--- config.mk ---
export PLATFORM = sky130hd
export DESIGN_NAME = matrix_op_sequencer
export DESIGN_NICKNAME = d
export VERILOG_FILES = /design/src/rtl/matrix_pkg.sv /design/src/rtl/matrix_elem_alu.sv /design/src/rtl/matrix_op_sequencer.sv
export SDC_FILE = /design/constraint.sdc
export NUM_CORES = 1
export LEC_CHECK = 0
export ABC_AREA = 0
export CAP_MARGIN = 20
export CORE_UTILIZATION = 58
export CTS_CLUSTER_SIZE = 24
export DETAILED_ROUTE_END_ITERATION = 10
export PLACE_DENSITY = 0.89
export SLEW_MARGIN = 20
export SYNTH_ARGS = -nofsm -noshare
export SYNTH_HDL_FRONTEND = slang
export SYNTH_HIERARCHICAL = 1
export SYNTH_SLANG_ARGS = --single-unit
--- constraint.sdc ---
create_clock -name clk -period 4.35 [get_ports clk]
set_input_delay 0.6525 -clock clk [delete_from_list [all_inputs] [get_ports clk]]
set_output_delay 0.6525 -clock clk [all_outputs]
set_load 0.02 [all_outputs]
--- src/rtl/matrix_pkg.sv ---
// Shared types and constants for the 2x2 matrix add/subtract sequencer.
package matrix_pkg;
  localparam int DATA_W    = 8;
  localparam int MAT_ELEMS = 4;
  localparam int IDX_W     = 2;

  localparam logic [2:0] OP_ADD = 3'b001;
  localparam logic [2:0] OP_SUB = 3'b010;

  typedef enum logic [2:0] {
    ST_IDLE       = 3'd0,
    ST_LOAD_A     = 3'd1,
    ST_WAIT_OP    = 3'd2,
    ST_LOAD_B     = 3'd3,
    ST_WAIT_ENTER = 3'd4,
    ST_EXEC       = 3'd5,
    ST_DONE       = 3'd6
  } state_t;

  function automatic logic is_valid_op(input logic [2:0] oc);
    return (oc == OP_ADD) || (oc == OP_SUB);
  endfunction
endpackage

--- src/rtl/matrix_elem_alu.sv ---
// Combinational single-element signed add/subtract with overflow detection.
// Define MATOP_SATURATE_EN to clamp overflowed results instead of wrapping.
module matrix_elem_alu
  import matrix_pkg::*;
(
  input  logic [DATA_W-1:0] a,
  input  logic [DATA_W-1:0] b,
  input  logic              sub,
  output logic [DATA_W-1:0] res,
  output logic              ovf
);
  logic [DATA_W-1:0] raw;

  always_comb begin
    raw = sub ? (a - b) : (a + b);
    // Overflow when the result sign disagrees with what the operand signs allow.
    if (sub)
      ovf = (a[DATA_W-1] != b[DATA_W-1]) && (raw[DATA_W-1] != a[DATA_W-1]);
    else
      ovf = (a[DATA_W-1] == b[DATA_W-1]) && (raw[DATA_W-1] != a[DATA_W-1]);
`ifdef MATOP_SATURATE_EN
    if (ovf)
      res = a[DATA_W-1] ? {1'b1, {(DATA_W-1){1'b0}}} : {1'b0, {(DATA_W-1){1'b1}}};
    else
      res = raw;
`else
    res = raw;
`endif
  end
endmodule

--- src/rtl/matrix_op_sequencer.sv ---
// Keypad-driven 2x2 matrix add/subtract sequencer: load A, opcode, load B, enter,
// then stream four results. Saturation build option: MATOP_SATURATE_EN.
module matrix_op_sequencer
  import matrix_pkg::*;
(
  input  logic              clk,
  input  logic              nrst,
  input  logic [2:0]        opcode,
  input  logic              is_op,
  input  logic              is_enter,
  input  logic              elem_valid,
  input  logic [DATA_W-1:0] elem_data,
  input  logic              clear,
  output logic              busy,
  output logic [2:0]        phase,
  output logic              res_valid,
  output logic [IDX_W-1:0]  res_idx,
  output logic [DATA_W-1:0] res_data,
  output logic              done,
  output logic              ovf
);
  state_t            state;
  logic [IDX_W-1:0]  idx;
  logic [2:0]        op;
  logic [DATA_W-1:0] a_mem [MAT_ELEMS];
  logic [DATA_W-1:0] b_mem [MAT_ELEMS];
  logic [DATA_W-1:0] alu_res;
  logic              alu_ovf;

  localparam logic [IDX_W-1:0] LAST_IDX = IDX_W'(MAT_ELEMS - 1);

  matrix_elem_alu u_alu (
    .a   (a_mem[idx]),
    .b   (b_mem[idx]),
    .sub (op == OP_SUB),
    .res (alu_res),
    .ovf (alu_ovf)
  );

  assign phase = state;
  assign busy  = (state != ST_IDLE) && (state != ST_DONE);
  assign done  = (state == ST_DONE);

  always_ff @(posedge clk or negedge nrst) begin
    if (!nrst) begin
      state     <= ST_IDLE;
      idx       <= '0;
      op        <= '0;
      ovf       <= 1'b0;
      res_valid <= 1'b0;
      res_idx   <= '0;
      res_data  <= '0;
      for (int i = 0; i < MAT_ELEMS; i++) begin
        a_mem[i] <= '0;
        b_mem[i] <= '0;
      end
    end else if (clear) begin
      state     <= ST_IDLE;
      idx       <= '0;
      op        <= '0;
      ovf       <= 1'b0;
      res_valid <= 1'b0;
    end else begin
      res_valid <= 1'b0;
      unique case (state)
        ST_IDLE: if (elem_valid) begin
          a_mem[0] <= elem_data;
          idx      <= IDX_W'(1);
          ovf      <= 1'b0;
          state    <= ST_LOAD_A;
        end
        ST_LOAD_A: if (elem_valid) begin
          a_mem[idx] <= elem_data;
          idx        <= idx + IDX_W'(1);
          if (idx == LAST_IDX) state <= ST_WAIT_OP;
        end
        ST_WAIT_OP: if (is_op && is_valid_op(opcode)) begin
          op    <= opcode;
          state <= ST_LOAD_B;
        end
        ST_LOAD_B: if (elem_valid) begin
          b_mem[idx] <= elem_data;
          idx        <= idx + IDX_W'(1);
          if (idx == LAST_IDX) state <= ST_WAIT_ENTER;
        end
        // idx is 0 here, so element 0 is emitted on the is_enter edge itself.
        ST_WAIT_ENTER: if (is_enter) begin
          res_valid <= 1'b1;
          res_idx   <= idx;
          res_data  <= alu_res;
          if (alu_ovf) ovf <= 1'b1;
          idx       <= idx + IDX_W'(1);
          state     <= ST_EXEC;
        end
        // idx wrapping back to 0 marks that element 3 has already been emitted.
        ST_EXEC: begin
          if (idx == '0) begin
            state <= ST_DONE;
          end else begin
            res_valid <= 1'b1;
            res_idx   <= idx;
            res_data  <= alu_res;
            if (alu_ovf) ovf <= 1'b1;
            idx       <= idx + IDX_W'(1);
          end
        end
        ST_DONE: ;
        default: state <= ST_IDLE;
      endcase
    end
  end
endmodule

## Word level (Yosys, flattened, before mapping)

Cells that the tools add are included.

- Register bits: 84
- Input port bits: 17
- Output and inout port bits: 17
- Logic and storage cells: 125

- Add/sub/neg operators: 3
- Magnitude comparators: 2
- Eq/ne operators: 29
- Mux-type cells: 50
- Bitwise operators: 2
- Reduce and logical (&&, ||, !) cells: 24

Operators by type and width:

| cell | count |
|---|---|
| two-way mux 8 bit | 9 |
| bitwise mux 32 bit | 2 |
| two-way mux 3 bit | 12 |
| binary-select mux 8 bit (select 2 bit) | 2 |
| two-way mux 32 bit | 1 |
| one-hot mux 8 bit (2 select lines) | 2 |
| != test 3 bit (second input constant) | 10 |
| one-hot mux 3 bit (7 select lines) | 1 |
| demux 8 bit (select 2 bit) | 1 |
| two-way mux 2 bit | 7 |
| equality test 3 x 2 -> 1 bit (second input constant) | 4 |
| AND reduction 4 bit | 3 |
| != test 2 bit (second input constant) | 5 |
| equality test 3 bit (second input constant) | 3 |
| two-way mux 1 bit | 9 |
| AND reduction 9 bit | 1 |
| adder 8 bit | 1 |
| one-hot mux 2 bit (4 select lines) | 1 |
| nonzero test 2 bit | 4 |
| subtractor 8 bit | 1 |
| equality test 3 x 1 -> 1 bit (second input constant) | 2 |
| AND reduction 3 bit | 2 |
| logical AND 1 bit | 5 |
| AND reduction 5 bit | 1 |
| other kinds (20) | 21 |

## Logic depth before layout (Yosys ltp)

Gate-level depths: netlist of the first run.

- Depth after elaboration: 13
- Gate-level depth with buffers: 15

## By module

Netlist of the first run, hierarchy kept.

By module, submodules not included:

| module | instances | cells an instance | area an instance (um2) | sequential area each (um2) |
|---|---|---|---|---|
| matrix_op_sequencer | 1 | 257 | 3,892.5 | 2,102.0 |
| matrix_elem_alu | 1 | 62 | 462.9 | 0.0 |

## Least setup slack after synthesis of the first run

No wires, ideal clock.

- Kind: reg2reg
- From: register idx[0]
- To: register ovf
- Library setup time: 94 ps
- Arrival time: 3,289 ps
- Required time: 4,256 ps
- Setup slack: 967 ps
- Stages on the path, launching flop included: 16
- Path buffers: 2
- Period minus slack after synthesis: 3,383 ps
- Cell sequence: dfrtp_1 > buf_2 > buf_2 > mux4_2 > inv_1 > ha_1 > a31oi_1 > xnor2_1 > ha_1 > a21oi_1 > o21ai_0 > a31oi_1 > xnor2_1 > mux2i_1 > a21oi_1 > a211oi_1

- Longest elaborated chain between the ends: 13

Ends and longest elaborated chain:

| element | RTL line | source |
|---|---|---|
| start: declaration | matrix_op_sequencer.sv:23 | `logic [IDX_W-1:0] idx;` |
| start signal: assignment | matrix_op_sequencer.sv:74 | `idx <= idx + IDX_W'(1);` |
| start signal: assignment | matrix_op_sequencer.sv:83 | `idx <= idx + IDX_W'(1);` |
| start signal: assignment | matrix_op_sequencer.sv:92 | `idx <= idx + IDX_W'(1);` |
| inverter 2 -> 3 bit (not written as such) * | matrix_op_sequencer.sv:33, matrix_op_sequencer.sv:34 |  |
| binary-select mux 8 bit (select 2 bit), on equally long branches | matrix_op_sequencer.sv:33, matrix_op_sequencer.sv:34 |  |
| two-way mux 8 bit, on equally long branches (2 in a row) | matrix_op_sequencer.sv:33, matrix_op_sequencer.sv:34 |  |
| adder 8 bit / subtractor 8 bit (equally long branches) | matrix_elem_alu.sv:15 | `raw = sub ? (a - b) : (a + b);` |
| two-way mux 8 bit * | matrix_elem_alu.sv:15 |  |
| named net alu_res[7] | matrix_op_sequencer.sv:27 | `logic [DATA_W-1:0] alu_res;` |
| != test 1 bit * | matrix_elem_alu.sv:18, matrix_elem_alu.sv:20 |  |
| logical AND 1 bit, on equally long branches | matrix_elem_alu.sv:20, matrix_elem_alu.sv:18 |  |
| two-way mux 1 bit * | matrix_elem_alu.sv:17 | `if (sub)` |
| named net alu_ovf | matrix_op_sequencer.sv:28 | `logic alu_ovf;` |
| two-way mux 1 bit * | - |  |
| two-way mux 1 bit, on equally long branches | - |  |
| one-hot mux 1 bit (3 select lines) * | - |  |
| two-way mux 1 bit * | - |  |
| end signal: assignment | matrix_op_sequencer.sv:49 | `ovf <= 1'b0;` |
| end signal: assignment | matrix_op_sequencer.sv:61 | `ovf <= 1'b0;` |
| end signal: assignment | matrix_op_sequencer.sv:69 | `ovf <= 1'b0;` |
| end: declaration | matrix_op_sequencer.sv:20 | `output logic ovf` |

The timed path passes the listed nets; every way through them passes the cells marked *. The select of a mux whose other input is x is not followed.
A chain may end at the register's enable or synchronous reset.

## Worst setup path in the final report of the first run

- From: register idx[1]
- To: register ovf

Same word-level chain as after synthesis.

==> results.txt, run 1 <==
The flow ran to the end, and the final reports show no timing, DRC or antenna violations. The fraction of the mapped netlist area in simple logic gates came out at 7.38%. The clock tree buffer depth is 2. The max-slew headroom at the worst pin is 43.5%. The area of the die is 7860 sq um. In this run the number of H-tree levels came out at 3. Dividing the detail-routed via count by the number of cells gives 5.83. The routed wire length is 8630 microns.

The count of flip-flops with a built-in enable after synthesis came out at 0. The area overhead of the layout relative to synthesis came out at 14.9%. The number of hold violations in the final report is 0. The worst setup path is launched from a register. When the netlist entered floorplanning its net count stood at 349. The proportion of synthesized area in mux cells is 29.1%.

The power density normalized to cell area came out at 726 nW/um^2. The first global-routing pass estimated 13,800 microns of wire. The post-CTS resize count is 0.

The finished layout cell area came out at 5000 sq um. In this run the post-CTS setup repair buffer count came out at 0. The routed layout has 2,670 vias. The share of cells above drive strength 1 came out at 35.1%. The critical path is of the reg2reg type. The xor/xnor share of the synthesized area came out at 3.22%. The standard-cell row count is 31.

The kind of end point of the critical path is a register. The number of antenna violations at the first check in global routing came out at 0. The number of antenna diodes came out at 0.

The overall global routing resource usage is 24.4%. The static leakage came out at 2.26 nW. The DRC violation total after the first TritonRoute iteration is 164. The mean instance size in the synthesized netlist is 13.7 sq um. In this run the cell area of the synthesized design comes to 4360 sq um.

The die is 88.7 microns tall. The synthesized netlist devotes 3.91% of its cell area to adder and majority cells. TritonCTS created 9 clock buffers. Input and output buffers added on the ports amount to 33. After clock tree synthesis, the clock-pin slew on the worst setup and hold paths is 0.09 ns. The number of synthesized register bits came out at 84. CTS placed an instance of sky130_fd_sc_hd__clkbuf_8 at the clock tree root. Setup repair after global routing left no endpoint under its margin. The post-synthesis instance total is 319. CTS saw 84 sinks. The initial core utilization came out at 60.0%. Leaving out fill and tap cells, the most frequent cells in the layout are sky130_fd_sc_hd__dfrtp_1, sky130_fd_sc_hd__mux2_2, sky130_fd_sc_hd__clkdlybuf4s50_1, sky130_fd_sc_hd__mux4_2, sky130_fd_sc_hd__inv_1. Once routing completed, OpenROAD measured the worst setup slack at 0.945 ns. The number of antenna-violating nets in the routed design is 0. Setup violations remaining at the end of the flow were counted as 0.

The sum of overflow across all layers after global routing came out at 0. The final total power is 3.63 mW. The share of flip-flops with an asynchronous set or reset came out at 100%.

The clock insertion delay at the later pin of the skew report came out at 0.36 ns. The peak supply drop is 328 uV. The number of global-route vias before repair came out at 2,652.

Counting distinct cell types in the post-synthesis netlist gives 47. The final total negative setup slack is 0 ns. Based on the critical path, the design can be clocked at up to 0.294 GHz. The class of the tightest hold or removal check is in2async. The number of warnings issued by yosys is 6. The die width is 88.7 microns. The post-layout minimum cycle time is 3.41 ns. The complex-gate fraction of the synthesized area came out at 5.34%. The final worst-path cycle share is 78.3%. The worst hold margin is 0.316 ns. The number of nets in the final layout came out at 384. The library cell used most frequently in the layout, excluding fill and tap cells, is sky130_fd_sc_hd__dfrtp_1. At the pin with the least slew margin, the transition time is 0.847 ns. The sequential area share after synthesis came out at 48.3%.

Along the worst path, the maximum fanout reaches 13. The number of max-cap violations came out at 0. The post-placement worst setup slack is 0.947 ns. The half-perimeter wire length after detailed placement came out at 5990 microns. The number of hold buffers added after CTS came out at 0.

The number of pins with negative max-slew slack in the final report is 0. After detailed routing, the number of remaining DRC violations is 0. The commonest register cell after synthesis is sky130_fd_sc_hd__dfrtp_1.

The number of iterations in the first detailed-routing pass came out at 4. The maximum number of pins on one net before global-route repair is 85. The required time reported for the critical path endpoint came out at 4.62 ns. The data arrival time at the worst-slack endpoint is 3.68 ns.

After synthesis, the largest family of logic cells by area is multiplexers. TritonCTS built the clock tree. The number of ports placed on the die boundary came out at 34.

The setup clock skew after layout came out at 0.0119 ns. At the end of routability-driven placement, the weighted congestion stood at 0.832. Once placement finished, the instance area stood at 4770 sq um.

After detailed routing, the average wire length per cell comes to 18.8 microns. The area of the core region came out at 7250 sq um.
## path summary, 6_finish.rpt
path,start,end,slack [ns],depth (start not counted)
worst max-delay path,idx[1],ovf,0.94,12
worst min-delay path,nrst,res_idx[1],0.32,1
worst max register to register,idx[1],ovf,0.94,12
worst min register to register,b_mem[7],b_mem[7],0.50,1
max in group asynchronous,nrst,b_mem[12],3.50,1
min in group clk,b_mem[7],b_mem[7],0.50,1
## state kept, by name, summed over array words and instances (netlist names), 2 cells and up
signal,cells
a_mem,32
b_mem,32
idx,2
op,3
phase,3
res_data,8
res_idx,2
## synth_stat cells, types with 2 or more instances
cell | count | area share [%]
sky130_fd_sc_hd__nor3b_4 | 3 | 1.3
sky130_fd_sc_hd__o21ai_0 | 5 | 0.57
sky130_fd_sc_hd__a21o_1 | 2 | 0.34
sky130_fd_sc_hd__a211oi_1 | 2 | 0.34
sky130_fd_sc_hd__dfrtp_1 | 84 | 48
sky130_fd_sc_hd__nor3b_1 | 2 | 0.34
sky130_fd_sc_hd__a211o_1 | 2 | 0.40
sky130_fd_sc_hd__clkbuf_1 | 3 | 0.26
sky130_fd_sc_hd__nor3_1 | 3 | 0.34
sky130_fd_sc_hd__nand3_1 | 2 | 0.23
sky130_fd_sc_hd__nor2b_1 | 2 | 0.29
sky130_fd_sc_hd__mux2i_1 | 5 | 1.1
sky130_fd_sc_hd__nand2_1 | 8 | 0.69
sky130_fd_sc_hd__buf_2 | 8 | 0.92
sky130_fd_sc_hd__a21oi_1 | 10 | 1.1
sky130_fd_sc_hd__nor2_1 | 9 | 0.78
sky130_fd_sc_hd__xor2_1 | 4 | 0.80
sky130_fd_sc_hd__mux2_2 | 75 | 19
sky130_fd_sc_hd__o21bai_1 | 2 | 0.34
sky130_fd_sc_hd__nand3_2 | 3 | 0.69
sky130_fd_sc_hd__ha_1 | 12 | 3.4
sky130_fd_sc_hd__or2_2 | 3 | 0.43
sky130_fd_sc_hd__nand2b_1 | 3 | 0.43
sky130_fd_sc_hd__inv_1 | 15 | 1.3
sky130_fd_sc_hd__nor3_2 | 2 | 0.46
sky130_fd_sc_hd__mux4_2 | 16 | 8.3
sky130_fd_sc_hd__a31oi_1 | 3 | 0.43
sky130_fd_sc_hd__xnor2_1 | 12 | 2.4
## where the power goes
group	internal (mW)	leakage (nW)	switching, mW	total, mW
registers	0.981	1.12	0.157	1.14
clock network	0.341	0.106	0.289	0.631
logic	0.975	1.03	0.890	1.87
## layout make-up
cell class | count | area (sq um)
clock buffer | 11 | 141
clock inverter | 5 | 83.8
fill | 528 | 2250
inverter | 16 | 60.1
multi-input combinational | 206 | 2130
sequential | 84 | 2100
tap | 99 | 124
timing repair buffer | 37 | 362
## routing by layer
| metal | GRT usage, % | up-vias | wire length (microns) |
|---|---|---|---|
| li1 | - | 1230 | - |
| met3 | 5.60 | 20 | 362 |
| met4 | 11.0 | 0 | 214 |
| met2 | 38.7 | 53 | 4230 |
| met1 | 32.4 | 1367 | 3820 |
| met5 | 0 | - | 0 |
## worst max-delay path, cell delays in order, from the launching register on
cell and delay, ns:
sky130_fd_sc_hd__dfrtp_1 0.74, sky130_fd_sc_hd__mux4_2 0.47, sky130_fd_sc_hd__nor3_2 0.32, sky130_fd_sc_hd__nor2_1 0.09, sky130_fd_sc_hd__xnor2_1 0.14, sky130_fd_sc_hd__ha_1 0.33, sky130_fd_sc_hd__o211ai_1 0.10, sky130_fd_sc_hd__a21oi_1 0.20
sky130_fd_sc_hd__a31oi_1 0.14, sky130_fd_sc_hd__xnor2_1 0.25, sky130_fd_sc_hd__mux2i_1 0.22, sky130_fd_sc_hd__a21oi_1 0.08, sky130_fd_sc_hd__a211oi_1 0.22
## logic make-up (layout without fill, tap and decap cells)
family	count (synthesis)	in the layout
mux	97	97
flops	84	84
simple gates	48	48
compound gates	32	32
buf+inv	29	69
xor+xnor	16	16
fa+ha+maj	13	13
## per-stage QoR
stage          util [%]  std cells
3_5_place_dp       65.8        442
5_1_grt            69.0        458
3_3_place_gp       65.8        442
4_1_cts            68.9        458
6_report           69.0        458
2_1_floorplan         -        319
(Power assumes the default switching activity.)
==> run 2: changes to the inputs <==
Clock period 4.35 ns to 3.3 ns, I/O delays scaled along.
==> run 2 against run 1 <==
  * The flow now finishes with violations (negative setup slack)
  * Clock power up 13%
  * Critical path depth grew 2
  * Flip-flop and latch count is the same
  * Clock skew up 0.0027 ns
  * Die area unchanged
  * Register-to-register slack got worse by 1.0 ns
  * First-iteration DRC count rose by 4.9%
  * Critical endpoint unchanged
==> results.txt, run 2 (synthesis results as in run 1) <==
The number of pins with negative max-slew slack in the final report came out at 0 (unchanged). The final total power came out at 5.31 mW (was 3.63 mW). The total number of clock tree sinks came out at 84 (unchanged). The met3 wire length is 521 microns (was 362 microns). The clock tree buffer depth came out at 2 (unchanged). The data arrival time at the worst-slack endpoint came out at 3.65 ns (was 3.68 ns). The number of nets in the final layout came out at 404 (was 384). The power density normalized to cell area is 1020 nW/um^2 (was 726 nW/um^2).

The clock tree root buffer cell is sky130_fd_sc_hd__clkbuf_8 (unchanged). The die height came out at 88.7 microns (unchanged). The peak supply drop is 513 uV (was 328 uV). The number of standard cells in the final layout excluding fillers is 478 (was 458). The highest achievable clock rate was 0.296 GHz (was 0.294 GHz). The worst-case setup margin in the final layout came out at -0.0741 ns (was 0.945 ns). The kind of end point of the critical path is a register (unchanged). The clock tree from TritonCTS is built (unchanged). The class of the tightest hold or removal check is in2async (unchanged).

Unrepaired setup endpoints after global routing: true (was false). The number of antenna violations at the first check in global routing is 0 (unchanged). The clock-pin transition on the worst setup and hold timing paths came out at 0.10 ns (was 0.09 ns). The area overhead of the layout relative to synthesis is 19.3% (was 14.9%). The area of the die is 7860 sq um (unchanged). The post-detailed-route wirelength per cell came out at 21.2 microns (was 18.8 microns). The pin slew with the least headroom to its limit is 0.778 ns (was 0.847 ns).

The DRC violation total after the first TritonRoute iteration is 172 (was 164). The highest metal layer used by the detailed router is met4 (unchanged). The placement-stage cell area is 4830 sq um (was 4770 sq um).

The global-route wire length before repair came to 14,800 microns (was 13,800 microns). The number of clock buffers inserted by TritonCTS came to 9 (unchanged). The type of the worst setup path is reg2reg (unchanged). The number of placed instances with taps included was 446 (was 442).

The finished layout cell area is 5200 sq um (was 5000 sq um). The number of hold violations in the final report came out at 0 (unchanged). The vias per cell is 6.06 (was 5.83). The number of ports placed on the die boundary is 34 (unchanged). The routed wire length is 10,100 microns (was 8630 microns). The overall global routing resource usage came out at 26.4% (was 24.4%). The most frequent standard cell in the layout excluding fill and tap cells was sky130_fd_sc_hd__dfrtp_1 (unchanged).

The share of cells above drive strength 1 came out at 40.4% (was 35.1%). The number of antenna diodes came out at 0 (unchanged). The final total negative setup slack came out at -0.0741 ns (was 0 ns). The standard-cell row count came out at 31 (unchanged). The setup clock skew after layout came out at 0.0146 ns (was 0.0119 ns).

The final setup violation count came out at 1 (was 0). The clock insertion delay at the later pin of the skew report is 0.37 ns (was 0.36 ns). The number of max-cap violations was 0 (unchanged).

The count of vias placed by the detailed router was 2,896 (was 2,670). The final worst-path cycle share came out at 102% (was 78.3%). The number of global-route vias before repair is 2,870 (was 2,652). The H-tree level count is 3 (unchanged). The count of buffers from port buffering came out at 33 (unchanged). The initial core utilization came out at 60.0% (unchanged).

Run status: finished, violations left (was finished, final reports clean). Leading cell types in the layout, fill and taps excluded: sky130_fd_sc_hd__dfrtp_1, sky130_fd_sc_hd__mux2_2, sky130_fd_sc_hd__clkdlybuf4s50_1, sky130_fd_sc_hd__buf_4, sky130_fd_sc_hd__mux4_2 (was sky130_fd_sc_hd__dfrtp_1, sky130_fd_sc_hd__mux2_2, sky130_fd_sc_hd__clkdlybuf4s50_1, sky130_fd_sc_hd__mux4_2, sky130_fd_sc_hd__inv_1). The static leakage is 2.37 nW (was 2.26 nW). The wire length on met1 is 4080 microns (was 3820 microns). The post-placement worst setup slack was 0.0139 ns (was 0.947 ns). The startpoint type of the worst setup path was a register (unchanged). The required time reported for the critical path endpoint was 3.57 ns (was 4.62 ns). Leading registers by flop count: a_mem: 32 flops, b_mem: 32 flops, res_data: 8 flops (unchanged). The die width came out at 88.7 microns (unchanged). The number of antenna-violating nets in the routed design is 0 (unchanged). The global placement routability congestion was 0.830 (was 0.832). The checks that failed: negative setup slack. The maximum number of pins on one net before global-route repair is 85 (unchanged).

The half-perimeter wire length after detailed placement is 6040 microns (was 5990 microns). The number of hold buffers added after CTS was 0 (unchanged). The max-slew headroom at the worst pin was 48.1% (was 43.5%).

The detailed-routed wire length on met2 was 5080 microns (was 4230 microns). The top fanout value on the critical path is 5 (was 13). The area of the core region came out at 7250 sq um (unchanged). The sum of overflow across all layers after global routing came to 0 (unchanged). The post-detailed-route DRC marker count is 0 (unchanged). The post-layout minimum cycle time came to 3.37 ns (was 3.41 ns). The number of iterations in the first detailed-routing pass is 4 (unchanged).
[run 2: cell count changes in the layout (fill, tap and decap cells not counted), sizes merged]
| cell | delta |
|---|---|
| buf | +19 |
| bufinv | -2 |
| inv | +2 |
| clkinv | +2 |
| clkbuf | -1 |
[run 2: per-stage QoR]
stage,hold WS (ns),utilization [%]
global placement,0.469,66.6
CTS,0.334,69.7
floorplan,0.199,-
detailed placement,0.490,66.6
global route,0.221,71.7
finish,0.142,71.7
[run 2: final cells by class]
class / count / area, sq um
Fill cell: 444 / 2060
Tap cell: 99 / 124
Clock buffer: 9 / 124
Inverter: 16 / 60.1
Multi-Input combinational cell: 206 / 2160
Clock inverter: 7 / 68.8
Timing Repair Buffer: 57 / 558
Sequential cell: 84 / 2100
[run 2: timing repair]
item | in CTS | in global routing
gates resized for setup | 0 | 9
setup endpoints to repair | 1 | 1
buffers inserted | 4 | 11
gates cloned | 0 | 1
pin swaps | 1 | 9
[run 2: worst max-delay path, stage by stage (launching register included)]
cell and delay, ns:
sky130_fd_sc_hd__dfrtp_2 0.45, sky130_fd_sc_hd__buf_12 0.15, sky130_fd_sc_hd__mux4_2 0.56, sky130_fd_sc_hd__buf_6 0.15
sky130_fd_sc_hd__nor3_4 0.28, sky130_fd_sc_hd__a21oi_2 0.11, sky130_fd_sc_hd__xnor2_1 0.15, sky130_fd_sc_hd__ha_1 0.35
sky130_fd_sc_hd__nand2_1 0.10, sky130_fd_sc_hd__o21ai_0 0.20, sky130_fd_sc_hd__a31oi_1 0.09, sky130_fd_sc_hd__xnor2_1 0.23
sky130_fd_sc_hd__mux2i_1 0.22, sky130_fd_sc_hd__a21oi_1 0.08, sky130_fd_sc_hd__a211oi_1 0.17
[run 2: path summary, 6_finish.rpt]
path	start	end	slack, ns	cells past startpoint
min in group clk	a_mem[7]	a_mem[7]	0.51	1
setup / recovery	idx[0]	ovf	-0.07	14
hold / removal	nrst	res_idx[1]	0.14	1
max in group asynchronous	nrst	idx[0]	2.61	1
setup reg to reg	idx[0]	ovf	-0.07	14
hold reg to reg	a_mem[7]	a_mem[7]	0.51	1
[run 2: per-layer routing]
metal  global-route usage, %  up-vias
met3                    5.97       33
met2                    43.1      110
met1                    33.6     1489
met5                       0        -
met4                    12.6        0
li1                        -     1264
[run 2: power by group]
part	leakage (nW)	internal [mW]	switching (mW)
logic	1.15	1.65	1.45
registers	1.12	1.29	0.211
clock network	0.0911	0.291	0.420
total	2.37	3.24	2.08
